--- src/rtl/mm2x2_sequencer.sv ---
`default_nettype none
// ============================================================================
// Module      : mm2x2_sequencer
// Description : Sequencing controller for a 2x2 signed 2-bit matrix multiply.
//               Captures packed A/B operand bytes on start, then walks the
//               four dot products through one shared 2x2-bit signed
//               multiplier and a 5-bit accumulator. Each finished C element
//               is streamed out over a valid/ready handshake.
// Ports       : clk      - rising-edge clock
//               rst_n    - asynchronous active-low reset
//               ena      - design select; low freezes all state
//               start    - request a new job (sampled in IDLE only)
//               a_in     - A packed {a00,a01,a10,a11}, 2-bit signed each
//               b_in     - B packed {b00,b01,b10,b11}, 2-bit signed each
//               c_ready  - downstream accepts current element
//               c_valid  - c_data/c_idx hold a finished element
//               c_data   - signed C element (-4..8)
//               c_idx    - element index 0=c00 1=c01 2=c10 3=c11
//               busy     - high in every state except IDLE
//               done     - one-cycle pulse after the c11 handshake
// Revision    : 1.0 - initial release
// ============================================================================
module mm2x2_sequencer (
  input  logic       clk,
  input  logic       rst_n,
  input  logic       ena,
  input  logic       start,
  input  logic [7:0] a_in,
  input  logic [7:0] b_in,
  input  logic       c_ready,
  output logic       c_valid,
  output logic [4:0] c_data,
  output logic [1:0] c_idx,
  output logic       busy,
  output logic       done
);

  localparam logic [1:0] c_IDLE = 2'd0;
  localparam logic [1:0] c_MUL0 = 2'd1;
  localparam logic [1:0] c_MUL1 = 2'd2;
  localparam logic [1:0] c_EMIT = 2'd3;

  logic [1:0] r_state;
  logic [1:0] r_k;
  logic [4:0] r_acc;
  logic [7:0] r_opA;
  logic [7:0] r_opB;
  logic [4:0] r_cData;
  logic [1:0] r_cIdx;
  logic       r_donePend;

  logic       w_inner;
  logic [1:0] w_mulA;
  logic [1:0] w_mulB;
  logic [3:0] w_prod;
  logic [4:0] w_prodExt;
  logic [4:0] w_sum;

  // Selects element n (row-major index {row,col}) from a packed 2x2 byte.
  function automatic logic [1:0] pickElem(input logic [7:0] m, input logic [1:0] n);
    logic [1:0] e;
    case (n)
      2'd0:    e = m[7:6];
      2'd1:    e = m[5:4];
      2'd2:    e = m[3:2];
      default: e = m[1:0];
    endcase
    return e;
  endfunction

  // Inner-product index: MUL0 uses a_i0*b_0j, MUL1 uses a_i1*b_1j.
  assign w_inner = (r_state == c_MUL1);
  assign w_mulA  = pickElem(r_opA, {r_k[1], w_inner});
  assign w_mulB  = pickElem(r_opB, {w_inner, r_k[0]});

  // Single shared multiplier; operands sign-extended to 4 bits so the
  // 4-bit signed product covers the full -2..4 range without overflow.
  assign w_prod    = 4'($signed({{2{w_mulA[1]}}, w_mulA}) * $signed({{2{w_mulB[1]}}, w_mulB}));
  assign w_prodExt = {w_prod[3], w_prod};
  assign w_sum     = r_acc + w_prodExt;

  always_ff @(posedge clk or negedge rst_n) begin
    if (!rst_n) begin
      r_state    <= c_IDLE;
      r_k        <= 2'd0;
      r_acc      <= 5'd0;
      r_opA      <= 8'd0;
      r_opB      <= 8'd0;
      r_cData    <= 5'd0;
      r_cIdx     <= 2'd0;
      r_donePend <= 1'b0;
    end else if (ena) begin
      // done lives for exactly one enabled cycle.
      r_donePend <= 1'b0;
      case (r_state)
        c_IDLE: begin
          if (start) begin
            r_opA   <= a_in;
            r_opB   <= b_in;
            r_k     <= 2'd0;
            r_acc   <= 5'd0;
            r_state <= c_MUL0;
          end
        end
        c_MUL0: begin
          r_acc   <= w_prodExt;
          r_state <= c_MUL1;
        end
        c_MUL1: begin
          // Output registers are loaded only here so c_data/c_idx stay
          // stable through EMIT and hold their last value elsewhere.
          r_acc   <= w_sum;
          r_cData <= w_sum;
          r_cIdx  <= r_k;
          r_state <= c_EMIT;
        end
        c_EMIT: begin
          if (c_ready) begin
            if (r_k == 2'd3) begin
              r_state    <= c_IDLE;
              r_donePend <= 1'b1;
            end else begin
              r_k     <= r_k + 2'd1;
              r_state <= c_MUL0;
            end
          end
        end
        default: r_state <= c_IDLE;
      endcase
    end
  end

  assign c_valid = (r_state == c_EMIT);
  assign c_data  = r_cData;
  assign c_idx   = r_cIdx;
  assign busy    = (r_state != c_IDLE);
  // A pending done waits out an ena=0 stretch and fires on the next enabled cycle.
  assign done    = r_donePend & ena;

endmodule
`default_nettype wire
--- config.mk ---
export PLATFORM = sky130hd
export DESIGN_NAME = mm2x2_sequencer
export DESIGN_NICKNAME = d
export VERILOG_FILES = /design/src/rtl/mm2x2_sequencer.sv
export SDC_FILE = /design/constraint.sdc
export NUM_CORES = 1
export LEC_CHECK = 0
export CORE_MARGIN = 2
export CORE_UTILIZATION = 47
export DETAILED_ROUTE_END_ITERATION = 6
export GPL_TIMING_DRIVEN = 0
export PLACE_DENSITY = 0.75
export SYNTH_ARGS = -nofsm -noshare
export SYNTH_HDL_FRONTEND = slang
export SYNTH_SLANG_ARGS = --single-unit
export TNS_END_PERCENT = 30
--- constraint.sdc ---
create_clock -name clk -period 3.61 [get_ports clk]
set_input_delay 0.361 -clock clk [delete_from_list [all_inputs] [get_ports clk]]
set_output_delay 0.361 -clock clk [all_outputs]
set_load 0.01 [all_outputs]
==> results.yml <==
timing:
  final_hold_viol_count: 0
  final_critical_path_setup_slack_ps: -123
  period_share: 1.03
  clock_skew_ps: 10.1
  max_slew_violation_count: 0
  setup_violators_final: 2
  worstMarginPinSlew_ps: 719
  period_needed_ps: 3730
  achievable-frequency_ghz: 0.268
  max_slew_margin: 0.521
  setup_repair_after_global_routing_missed_its_margin: "true"
worst_setup_path:
  arrival_ps: 3910
  path_buf_inv: 2
  kind_of_capture_point_of_the_worst_setup_path: "register"
  setup.worst_path.class: "register to register"
  cpMostUsedCell: "sky130_fd_sc_hd__ha_4"
  critPathMaxFanout: 5
  critPathMaxStageDelay_ps: 400
  critical_path.cell_chain: "inv_2, ha_4, inv_2, a221o_1, and4b_2, fa_2, ha_4, ha_4, a21o_1, a21oi_2, xnor3_1, nor3_2, nor4b_2, a311o_1"
  library_cell_contributing_the_largest_single_delay_on_the_critical_path: "sky130_fd_sc_hd__dfrtp_1"
  cp_top_family: "compound AO/OA/AOI/OAI gates"
  cp.required_ps: 3790
  critical_path.startpoint_type: "register"
global_routing:
  globalRoute.totalOverflow: 0
  grt.total_usage: 0.194
  grt_pass1_wl_um: 6270
  first_global_vias: 1390
  grt_start_max_net_pins: 34
  number_of_antenna_violations_at_the_first_check_in_global_routing: 0
cells_and_area:
  regArea_um2: 827
  areaGrowthSynthToFinish_pct: 37.1
  multiInputGateArea_um2: 1040
  insertedDiodeCount: 0
  layout.cells.most_common_list: "32 x sky130_fd_sc_hd__dfrtp_1, 29 x sky130_fd_sc_hd__clkdlybuf4s50_1, 23 x sky130_fd_sc_hd__mux2_2, 10 x sky130_fd_sc_hd__buf_4, 9 x sky130_fd_sc_hd__nand2_1"
  post_route_cells_drive_above_1_share: 0.322
  instances_no_fill: 250
  fill_cells: 278
  num-nets-final: 235
  layout.cells.most_common: "sky130_fd_sc_hd__dfrtp_1"
detailed_routing:
  totalWireLength_um: 4050
  drtIter0Drc: 64
  dr.pass1.iters: 4
  post_drt_wl_per_cell_um: 16.2
  vias: 1395
  antenna_violating_nets_post_route: 0
  viasPerCell: 5.58
  drc: 0
yosys:
  post_synth_main_area_contributors: "sky130_fd_sc_hd__dfrtp_1 46%, sky130_fd_sc_hd__mux2_2 14%, sky130_fd_sc_hd__ha_1 7.6%, sky130_fd_sc_hd__fa_1 2.2%, sky130_fd_sc_hd__o21ai_0 2.2%"
  synth-warning-count: 0
  yosysTopAreaCellShare: 0.457
  number_of_flops_mapped_to_enable_cells_by_yosys: 0
  syn_inst: 154
  synthesis.area_um2: 1810
  synth.avg_cell_area_um2: 11.7
  post-synth-top-area-cell: "sky130_fd_sc_hd__dfrtp_1"
  synth_cell_type_count: 38
  asyncSetResetFlopFracSynth: 1.00
  syn-num-nets: 188
  postSynth.topFlopCell: "sky130_fd_sc_hd__dfrtp_1"
  synth-seq-area-share: 0.457
  postSynthRegisterBits: 33
pwr:
  static-leakage-power_nw: 1.09
  vdd_ir_drop_max_v: 0.000497
  p_total_mw: 2.95
  pwr_density_cell_nw_per_um2: 1190
floorplan:
  dieWidth_um: 66.0
  die_area_um2: 4350
  floorplan.core_area_um2: 3690
  die_h_um: 66.0
  ios: 31
  start_util: 0.489
  floorplan.rows: 22
clocking:
  cts.path.max_buffers: 2
  clock_tree.root_cell: "sky130_fd_sc_hd__clkbuf_8"
  tritoncts: "done"
  cts.clk_slew.worst_paths_ps: 70
  cts-htree-levels: 2
  cts_num_sinks: 33
  cts-buffers-inserted: 5
  clock_latency_ps: 290
hold_path:
  hold_path.class: "input port to asynchronous set/reset pin"
run_status:
  run_status: "finished, violations left"
  violations: "negative setup slack"
place:
  place.gp.congestion: 0.827
  detailed_place_hpwl_um: 2710
  io_buffer_count: 30
  place.detailed.instances: 232
  setup_slack_placement_ps: -368
run:
  maxCapViolCount: 0
==> path summary, 6_finish.rpt <==
check	from	endpoint	slack (ps)	depth (start not counted)
worst max register to register	r_state[0]	r_acc[4]	-120	14
worst max-delay path	r_state[0]	r_acc[4]	-120	14
worst min register to register	c_data[2]	c_data[2]	480	2
worst min-delay path	rst_n	r_acc[2]	120	1
min in group clk	c_data[2]	c_data[2]	480	2
max in group asynchronous	rst_n	r_state[1]	2990	1
==> synth_stat cells (2+ instances only) <==
master and instances:
sky130_fd_sc_hd__dfrtp_1 33, sky130_fd_sc_hd__xnor2_1 3, sky130_fd_sc_hd__a22oi_1 4, sky130_fd_sc_hd__a221oi_2 2, sky130_fd_sc_hd__o31ai_1 2, sky130_fd_sc_hd__o21ai_0 8
sky130_fd_sc_hd__a21oi_1 5, sky130_fd_sc_hd__ha_1 11, sky130_fd_sc_hd__nor3b_1 3, sky130_fd_sc_hd__mux2_2 23, sky130_fd_sc_hd__nor3_1 2, sky130_fd_sc_hd__inv_1 7
sky130_fd_sc_hd__clkbuf_1 3, sky130_fd_sc_hd__nand2_1 9, sky130_fd_sc_hd__nor2_1 5, sky130_fd_sc_hd__nand3_1 4, sky130_fd_sc_hd__a21o_1 4, sky130_fd_sc_hd__nand3b_1 2
sky130_fd_sc_hd__and2_1 2, sky130_fd_sc_hd__mux2i_1 3, sky130_fd_sc_hd__fa_1 2
==> worst reg2reg max path, stage by stage (launching register included) <==
cell                      delay [ps]
sky130_fd_sc_hd__dfrtp_1         400
sky130_fd_sc_hd__inv_2           130
sky130_fd_sc_hd__ha_4            170
sky130_fd_sc_hd__inv_2            80
sky130_fd_sc_hd__a221o_1         380
sky130_fd_sc_hd__and4b_2         290
sky130_fd_sc_hd__fa_2            370
sky130_fd_sc_hd__ha_4            300
sky130_fd_sc_hd__ha_4            210
sky130_fd_sc_hd__a21o_1          190
sky130_fd_sc_hd__a21oi_2         150
sky130_fd_sc_hd__xnor3_1         290
sky130_fd_sc_hd__nor3_2          270
sky130_fd_sc_hd__nor4b_2          80
sky130_fd_sc_hd__a311o_1         330
==> per-stage QoR <==
| stage | instance area (um^2) | util | hold slack, ps | TNS, ps |
|---|---|---|---|---|
| 3_5_place_dp | 2170 | 0.588 | 464 | -630 |
| 3_3_place_gp | 2170 | 0.589 | 462 | -396 |
| 6_report | 2470 | 0.671 | 122 | -199 |
| 4_1_cts | 2320 | 0.629 | 145 | 0 |
| 5_1_grt | 2470 | 0.671 | 182 | -375 |
| 2_1_floorplan | 1810 | - | 65.4 | 0 |
==> where the power goes <==
part / total (mW) / switching, mW / internal, mW
registers: 0.657 / 0.116 / 0.541
logic: 2.03 / 0.944 / 1.08
clock network: 0.266 / 0.133 / 0.133
==> routing by layer <==
| layer | up-vias | global-route usage | share of wire |
|---|---|---|---|
| met1 | 700 | 0.243 | 0.42 |
| met3 | 5 | 0.0562 | 0.044 |
| li1 | 654 | - | - |
| met4 | 0 | 0.0485 | 0.016 |
| met2 | 36 | 0.330 | 0.52 |
| met5 | - | 0 | 0 |
==> sequential cells by signal (all words and copies together), names as in the netlist <==
name        cells
c_data          5
c_idx           2
r_acc           5
r_donePend      1
r_k             2
r_opA           8
r_opB           8
r_state         2
==> logic make-up after synthesis <==
group,synth area share
flip-flops,0.457
AO/OA/AOI/OAI,0.127
AND/OR/NAND/NOR,0.0943
multiplexers,0.160
buffers and inverters,0.0360
adder cells (fa/ha/maj),0.0984
XOR/XNOR,0.0270
==> timing repair <==
action	in CTS	in global routing
resized for setup	14	11
setup endpoints to repair	2	2
pin swaps	0	9
buffers inserted	1	9
hold buffers	0	0
gates cloned	0	1
==> layout make-up <==
type                            instances  area share
Clock inverter                          2     0.00404
Clock buffer                            6      0.0293
Sequential cell                        33       0.334
Inverter                                8      0.0121
Buffer                                  5      0.0147
Timing Repair Buffer                   41       0.160
Multi-Input combinational cell        107       0.422
Tap cell                               48      0.0243
No activity file was read; power rests on OpenSTA's default activity.
==> RTL change: new RTL, same settings <==
Make the reset (`rst_n`) synchronous in one clocked block. Comments in the files are not updated.
--- a/src/rtl/mm2x2_sequencer.sv
+++ b/src/rtl/mm2x2_sequencer.sv
@@ -80,5 +80,5 @@
   assign w_sum     = r_acc + w_prodExt;
 
-  always_ff @(posedge clk or negedge rst_n) begin
+  always_ff @(posedge clk) begin
     if (!rst_n) begin
       r_state    <= c_IDLE;
Check against the original RTL: differs if rst_n is asserted again (counterexample within 4 cycles, from zero or initial values and one cycle with rst_n low); with rst_n held inactive, the same outputs for 4 cycles.
==> RTL change against the original RTL <==
  * Wire length is 2.2% higher
  * Setup slack better by 0.29 ns
  * Final area is 0.15% higher
  * Synthesized area is 2.2% higher
  * Sequential cell count stayed put
  * First-iteration DRC count is 64% higher
  * Global-route usage is 1.3 points higher
  * Critical endpoint is now c_data[4]
Power is left out: it rests on default switching activity, and per cell area and clock period it moved more than threefold.
==> RTL change: results (changes against the original RTL) <==
GR Util All Layers=0.206 (+0.0127); dominant delay contributor by cell family on the critical path=simple AND/OR/NAND/NOR gates; min-delay worst type=reg2reg; mean post-synth cell area=8.79 um2 (-25%); cell at the slowest stage of the critical path=or3_1; reg2reg setup slack=0.17 ns (+0.29 ns); post-synthesis mux area share=0.0380 (-0.122); Post-Synth XOR/XNOR Area=0.0264 (-0.000586); NonClk Buf Share=0.164 (-0.0109); crit path from=r_state[0]; vias post-DR=1579 (+13%); CLK BUF=7 (+1); post-CTS setup buffers=0 (-1); share of cells above drive strength 1=0.146 (-0.176); Synth Area in Compound Gates=0.238 (+0.111); initial detailed-routing violation count=105 (+64%); Inverters=7 (-1); syn nets=244 (+30%); Placed Instances=287 (+24%); # fillers=320 (+15%); Post-Synth Adder-Cell Area=0.0963 (-0.00213); status=finished clean; vias per std cell=5.25 (-6.0%); Multi-input gate area=0.00120 mm2 (+15%); clock-cell share of area=0.0469 (+0.0136); top post-synthesis cells by area=dfxtp_1 (36%), nand2_1 (10%), a21boi_0 (8.1%); critical path endpoint=c_data[4]; Pre-Repair DR Iteration Count=5 (+1); Critical R2R Launch=r_state[0]; Max-Slew Margin vs Limit=0.571 (+0.0496); post-route cell area=0.00248 mm2 (+0.15%); PortBufs=29 (-3.3%); pin count of the biggest net entering global routing=11 (-68%); routed len/inst=13.7 um (-15%); ys async rst share=0 (-1.00); worst reg2reg path depth=16 (+2)
RTL change: cell types whose count changed in the layout (fill, tap and decap cells not counted), sizes merged, moves of 8 or more:
| cell | unedited run | this run |
|---|---|---|
| a21boi | 0 | 24 |
| clkbuf | 10 | 18 |
| dfrtp | 33 | 0 |
| dfxtp | 0 | 33 |
| mux2 | 23 | 0 |
| nand2 | 9 | 50 |
RTL change: worst min-delay path by stage:
stage,from,end,slack (ns),cells after the start
floorplan,r_opA[3],r_opA[3],0.43,2
global placement,r_opA[4],r_opA[4],0.44,2
detailed placement,r_opA[4],r_opA[4],0.44,2
CTS,r_opA[4],r_opA[4],0.45,2
global route,r_opA[1],r_opA[1],0.49,2
finish,r_opA[3],r_opA[3],0.46,2
RTL change: per-layer routing:
metal / GRT usage / share of wire / vias up / wire (um)
met5: 0 / 0 / - / 0
met2: 0.335 / 0.49 / 27 / 2030
met4: 0.0842 / 0.015 / 0 / 61
li1: - / - / 817 / -
met1: 0.261 / 0.46 / 731 / 1900
met3: 0.0507 / 0.033 / 4 / 138
